[src/rtl/pipe_control.sv]
// ---------------------------------------------------------------------------
// pipe_control
//
// Purpose:
//   Decode stage control generator for a small in-order pipeline. Turns the
//   IF/ID opcode/funct7 into registered ID/EX control bits. It inserts
//   bubbles for hazard requests, for flushes and while a multi-cycle multiply
//   occupies EX. A two-state FSM with a 4-bit down-counter tracks the
//   multiply. Stall_out holds PC and IF/ID until the multiplier is free.
//
// Parameters:
//   MUL_LAT  EX-stage multiply latency in cycles (1..15)
//   JAL_EN   1: decode jal, 0: treat jal as illegal
//
// Ports:
//   clk_i         in   clock, rising edge
//   rst_i         in   asynchronous active-low reset
//   opcode_in     in   [6:0] opcode from IF/ID
//   funct7_in     in   [6:0] funct7 from IF/ID
//   NoOp_in       in   hazard-unit bubble request
//   Flush_in      in   branch/jump flush of the current decode
//   RegWrite_out .. Jump_out   out  registered ID/EX control bits
//   ALUOp_out     out  [1:0] registered ALU operation class
//   Mul_out       out  registered: issued instruction is a multiply
//   Illegal_out   out  registered: issued opcode was not decodable
//   Stall_out     out  combinational: hold PC and IF/ID this cycle
// ---------------------------------------------------------------------------
module pipe_control #(
    parameter int MUL_LAT = 3,
    parameter int JAL_EN  = 1
) (
    input  logic       clk_i,
    input  logic       rst_i,
    input  logic [6:0] opcode_in,
    input  logic [6:0] funct7_in,
    input  logic       NoOp_in,
    input  logic       Flush_in,
    output logic       RegWrite_out,
    output logic       MemtoReg_out,
    output logic       MemRead_out,
    output logic       MemWrite_out,
    output logic       ALUSrc_out,
    output logic       Branch_out,
    output logic       Jump_out,
    output logic [1:0] ALUOp_out,
    output logic       Mul_out,
    output logic       Illegal_out,
    output logic       Stall_out
);

    localparam logic [6:0] OP_R     = 7'b0110011;
    localparam logic [6:0] OP_IALU  = 7'b0010011;
    localparam logic [6:0] OP_LOAD  = 7'b0000011;
    localparam logic [6:0] OP_STORE = 7'b0100011;
    localparam logic [6:0] OP_BEQ   = 7'b1100011;
    localparam logic [6:0] OP_JAL   = 7'b1101111;
    localparam logic [6:0] F7_MUL   = 7'b0000001;

    localparam logic [3:0] CNT_LOAD  = 4'(MUL_LAT - 1);
    localparam bit         MULTI_CYC = (MUL_LAT > 1);

    typedef enum logic {
        IDLE     = 1'b0,
        MUL_WAIT = 1'b1
    } state_t;

    state_t     state;
    logic [3:0] cnt;

    logic       regWriteNxt;
    logic       memtoRegNxt;
    logic       memReadNxt;
    logic       memWriteNxt;
    logic       aluSrcNxt;
    logic       branchNxt;
    logic       jumpNxt;
    logic [1:0] aluOpNxt;
    logic       mulNxt;
    logic       illegalNxt;
    logic       bubble;

    // The multiplier owns EX while waiting, so that source of bubbles wins.
    // Any bubble source also masks Illegal, because nothing is issued.
    assign bubble    = (state == MUL_WAIT) || Flush_in || NoOp_in;
    assign Stall_out = (state == MUL_WAIT);

    // ---- ID stage: combinational decode ----
    always_comb begin
        regWriteNxt = 1'b0;
        memtoRegNxt = 1'b0;
        memReadNxt  = 1'b0;
        memWriteNxt = 1'b0;
        aluSrcNxt   = 1'b0;
        branchNxt   = 1'b0;
        jumpNxt     = 1'b0;
        aluOpNxt    = 2'b00;
        mulNxt      = 1'b0;
        illegalNxt  = 1'b0;
        if (!bubble) begin
            case (opcode_in)
                OP_R: begin
                    regWriteNxt = 1'b1;
                    aluOpNxt    = 2'b10;
                    mulNxt      = (funct7_in == F7_MUL);
                end
                OP_IALU: begin
                    regWriteNxt = 1'b1;
                    aluOpNxt    = 2'b11;
                    aluSrcNxt   = 1'b1;
                end
                OP_LOAD: begin
                    regWriteNxt = 1'b1;
                    memtoRegNxt = 1'b1;
                    memReadNxt  = 1'b1;
                    aluSrcNxt   = 1'b1;
                end
                OP_STORE: begin
                    memWriteNxt = 1'b1;
                    aluSrcNxt   = 1'b1;
                end
                OP_BEQ: begin
                    branchNxt = 1'b1;
                    aluOpNxt  = 2'b01;
                end
                OP_JAL: begin
                    if (JAL_EN != 0) begin
                        regWriteNxt = 1'b1;
                        jumpNxt     = 1'b1;
                    end else begin
                        illegalNxt = 1'b1;
                    end
                end
                default: illegalNxt = 1'b1;
            endcase
        end
    end

    // ---- ID/EX boundary: registered control ----
    always_ff @(posedge clk_i or negedge rst_i) begin
        if (!rst_i) begin
            RegWrite_out <= 1'b0;
            MemtoReg_out <= 1'b0;
            MemRead_out  <= 1'b0;
            MemWrite_out <= 1'b0;
            ALUSrc_out   <= 1'b0;
            Branch_out   <= 1'b0;
            Jump_out     <= 1'b0;
            ALUOp_out    <= 2'b00;
            Mul_out      <= 1'b0;
            Illegal_out  <= 1'b0;
        end else begin
            RegWrite_out <= regWriteNxt;
            MemtoReg_out <= memtoRegNxt;
            MemRead_out  <= memReadNxt;
            MemWrite_out <= memWriteNxt;
            ALUSrc_out   <= aluSrcNxt;
            Branch_out   <= branchNxt;
            Jump_out     <= jumpNxt;
            ALUOp_out    <= aluOpNxt;
            Mul_out      <= mulNxt;
            Illegal_out  <= illegalNxt;
        end
    end

    // ---- EX occupancy: multiply wait FSM ----
    // cnt counts the remaining busy cycles after the issue cycle. A
    // single-cycle multiplier never needs to stall the front end.
    always_ff @(posedge clk_i or negedge rst_i) begin
        if (!rst_i) begin
            state <= IDLE;
            cnt   <= 4'd0;
        end else begin
            case (state)
                IDLE: begin
                    if (mulNxt && MULTI_CYC) begin
                        state <= MUL_WAIT;
                        cnt   <= CNT_LOAD;
                    end
                end
                MUL_WAIT: begin
                    if (cnt == 4'd1) begin
                        state <= IDLE;
                        cnt   <= 4'd0;
                    end else begin
                        cnt <= cnt - 4'd1;
                    end
                end
                default: begin
                    state <= IDLE;
                    cnt   <= 4'd0;
                end
            endcase
        end
    end

endmodule

[config.mk]
export PLATFORM = sky130hd
export DESIGN_NAME = pipe_control
export DESIGN_NICKNAME = d
export VERILOG_FILES = /design/src/rtl/pipe_control.sv
export SDC_FILE = /design/constraint.sdc
export NUM_CORES = 1
export LEC_CHECK = 0
export CELL_PAD_IN_SITES_DETAIL_PLACEMENT = 1
export CELL_PAD_IN_SITES_GLOBAL_PLACEMENT = 1
export CORE_MARGIN = 1.5
export CORE_UTILIZATION = 25
export CTS_CLUSTER_SIZE = 30
export DETAILED_ROUTE_END_ITERATION = 12
export GPL_TIMING_DRIVEN = 0
export HOLD_SLACK_MARGIN = 0.03
export PLACE_DENSITY_LB_ADDON = 0.1
export SETUP_SLACK_MARGIN = 0.4
export SYNTH_ARGS = -nofsm -noshare
export SYNTH_HDL_FRONTEND = slang
export SYNTH_SLANG_ARGS = --single-unit
[constraint.sdc]
create_clock -name clk_i -period 1.85 [get_ports clk_i]
set_input_delay 0.2775 -clock clk_i [delete_from_list [all_inputs] [get_ports clk_i]]
set_output_delay 0.2775 -clock clk_i [all_outputs]
set_load 0.02 [all_outputs]
==> flow_metrics.tcl <==
set metrics [dict create \
    syn_area_per_cell_um2 10.8 \
    grt_pass1_wl_um 3020 \
    h-tree-depth 1 \
    pwr-share-comb 0.172 \
    ir_drop_uv 368 \
    power_density_nw_per_um2 614 \
    via_per_inst 4.76 \
    route.detailed.drc 0 \
    rrSetupSlack_ns 0.46 \
    cp-end-kind "register" \
    switching_share 0.267 \
    worst_pin_slew_ns 0.676 \
    num-nets-final 119 \
    diodes 0 \
    setup_slack_ns 0.447 \
    crit_family "simple AND/OR/NAND/NOR gates" \
    critPathMaxStageDelay_ns 0.58 \
    cp.depth 5 \
    root_buffer "clkbuf_4" \
    final_common_cell "clkdlybuf4s50_1" \
    crit_fanout 4 \
    p_int_uw 486 \
    grt_pass1_vias 645 \
    power.leakage_nw 0.515 \
    drive_gt1_frac 0.173 \
    gp_congestion 0.679 \
    die_w_um 55.6 \
    start_util 0.271 \
    areaGrowthSynthToFinish_pct 56.5 \
    startpoint "opcode_in[6]" \
    worstPathArrival_ns 1.58 \
    hpwl_um 1390 \
    grt_use_total 0.130 \
    crit_slowest_cell "clkdlybuf4s50_1" \
    synthCells 64 \
    syn_nets 84 \
    max_cap_violations 0 \
    clockBufferDepth 2 \
    rr_startpoint "cnt[1]$_DFFE_PN0P_" \
    pre_cts_slack_ns -0.0113 \
    routed_wl_um 1770 \
    hold_violations 0 \
    power_switching_uw 177 \
    mostFrequentLayoutCells "clkdlybuf4s50_1 (15), dfrtp_1 (14), dlygate4sd2_1 (12)" \
    ys_seq_area_frac 0.543 \
    finalCriticalPeriod_ns 1.40 \
    drv_slew 0 \
    startpoint_type "primary input" \
    cts.clk_slew.worst_paths_ns 0.09 \
    core_area_um2 2540 \
    setup_viol 0 \
    post-route-util 0.425 \
    fmax_mhz 713 \
    status "finished clean" \
    slew_headroom 0.548 \
    fin_skew_ns 0.00626 \
    cts_tree "yes" \
    grt_setup_unrepaired "true" \
    ys_types 28 \
    numPortBuffers 29 \
    syn_area_um2 691 \
    die_area_um2 3090 \
    num_vias 609 \
    yosysWarnings 0 \
    hp-class "primary input to register" \
    io_pins 30 \
    ant_nets 0 \
    r2r_cells 6 \
    path_cells "clkdlybuf4s50_1, nand3b_1, or2_2, a21oi_1, nor2b_1" \
    min_period_over_period 0.758 \
    seq_power_share 0.539 \
    die_y_um 55.6 \
    hold_path_depth 2 \
    num_rows 18 \
    clk_latency_ns 0.28 \
    dr.first_iter.drc_count 6 \
    wl_per_cell_um 13.8 \
    crit_buf_inv 1 \
    numClockSinks 15 \
    synth-seq-cells 15 \
    antenna_found_initial 0 \
    pwr-share-clk 0.289 \
    worstReg2RegEnd "cnt[0]$_DFFE_PN0P_" \
    grt_max_degree 16 \
    setup.worst_path.end "Illegal_out$_DFF_PN0_" \
    grt_overflow 0 \
    cts_buffers 3 \
    required_ns 2.03 \
    tns_ns 0 \
    first_pass_iters 2 \
    crit_type "primary input to register" \
]
-- worst reg2reg max path, cell delays in order (launching register included) --
cell and delay [ns]:
dfrtp_1 0.41, inv_1 0.08, ha_1 0.18, nand2b_1 0.09, o21ai_0 0.24, mux2i_1 0.12
a21boi_0 0.14
-- layout make-up --
cell class,instances,area [um^2]
inverters,4,15.0
well taps,30,37.5
plain buffers,1,7.51
multi-input cells,44,330
clock buffers,4,26.3
fillers,282,1460
repair buffers,30,288
flip-flops and latches,15,377
-- timing repair --
item                                   CTS  global route
setup endpoints to repair               24             6
gates resized for setup                 17             6
setup buffers                            0             1
hold buffers                             0             0
endpoints found under the hold margin    0             0
pin swaps                                0             3
-- per-layer routing --
metal,GRT usage,vias up,routed length [um]
li1,-,296,-
met1,0.139,298,715
met2,0.226,13,962
met3,0.0468,2,76
met4,0.0592,0,18
met5,0,-,0
-- kinds of logic after synthesis --
group,after synthesis,share of synthesized area
AO/OA/AOI/OAI,13,0.120
flip-flops,15,0.543
adder cells (fa/ha/maj),2,0.0362
buffers and inverters,5,0.0326
multiplexers,1,0.0145
AND/OR/NAND/NOR,28,0.254
-- sequential cells by signal, indices dropped and copies added (netlist names) --
name / flops
cnt: 4
Illegal_out: 1
Branch_out: 1
MemWrite_out: 1
RegWrite_out: 1
Stall_out: 1
Jump_out: 1
Mul_out: 1
MemRead_out: 1
ALUOp_out: 2
ALUSrc_out: 1
-- worst min path at each step --
stage / startpoint / endpoint
6_report: opcode_in[4] / MemRead_out$_DFF_PN0_
5_1_grt: opcode_in[4] / MemRead_out$_DFF_PN0_
4_1_cts: rst_i / Branch_out$_DFF_PN0_
3_5_place_dp: cnt[3]$_DFFE_PN0P_ / cnt[3]$_DFFE_PN0P_
3_3_place_gp: cnt[3]$_DFFE_PN0P_ / cnt[3]$_DFFE_PN0P_
2_1_floorplan: rst_i / ALUOp_out[0]$_DFF_PN0_
-- cell usage after synthesis --
cell type,instances,area share
a2111oi_2,1,0.022
a211o_1,1,0.013
a21boi_0,1,0.011
a21oi_1,5,0.036
a31oi_1,1,0.0091
buf_4,1,0.011
dfrtp_1,15,0.54
ha_1,2,0.036
inv_1,4,0.022
mux2i_1,1,0.014
nand2_1,6,0.033
nand2b_1,2,0.018
nand3_1,1,0.0072
nand3b_1,1,0.011
nand4_1,1,0.0091
nand4_2,1,0.018
nor2_1,3,0.016
nor2_4,1,0.016
nor2b_1,1,0.0091
nor3_1,3,0.022
nor3_2,1,0.014
nor3b_1,1,0.011
nor4_1,2,0.018
o21ai_0,4,0.029
or2_2,1,0.0091
or3_1,1,0.0091
or3b_2,1,0.013
or4b_4,1,0.020
-- stage by stage --
step                instance area [um^2]  std cells  power [mW]  hold slack (ns)
finish                              1080        128       0.663            0.311
global route                        1080        128       0.706            0.337
CTS                                 1060        127       0.673            0.410
detailed placement                  1020        123       0.473            0.529
global placement                    1020        123       0.469            0.514
floorplan                            691         64       0.404          -0.0181
-- power groups by stage --
stage          Sequential, mW  Combinational, mW  Clock (mW)
6_report                0.358              0.114       0.191
5_1_grt                 0.359              0.127       0.220
4_1_cts                 0.357              0.113       0.203
3_5_place_dp            0.363              0.109           0
3_3_place_gp            0.363              0.105           0
2_1_floorplan           0.362             0.0422           0
Note: power is estimated with default switching activity, not from simulation.
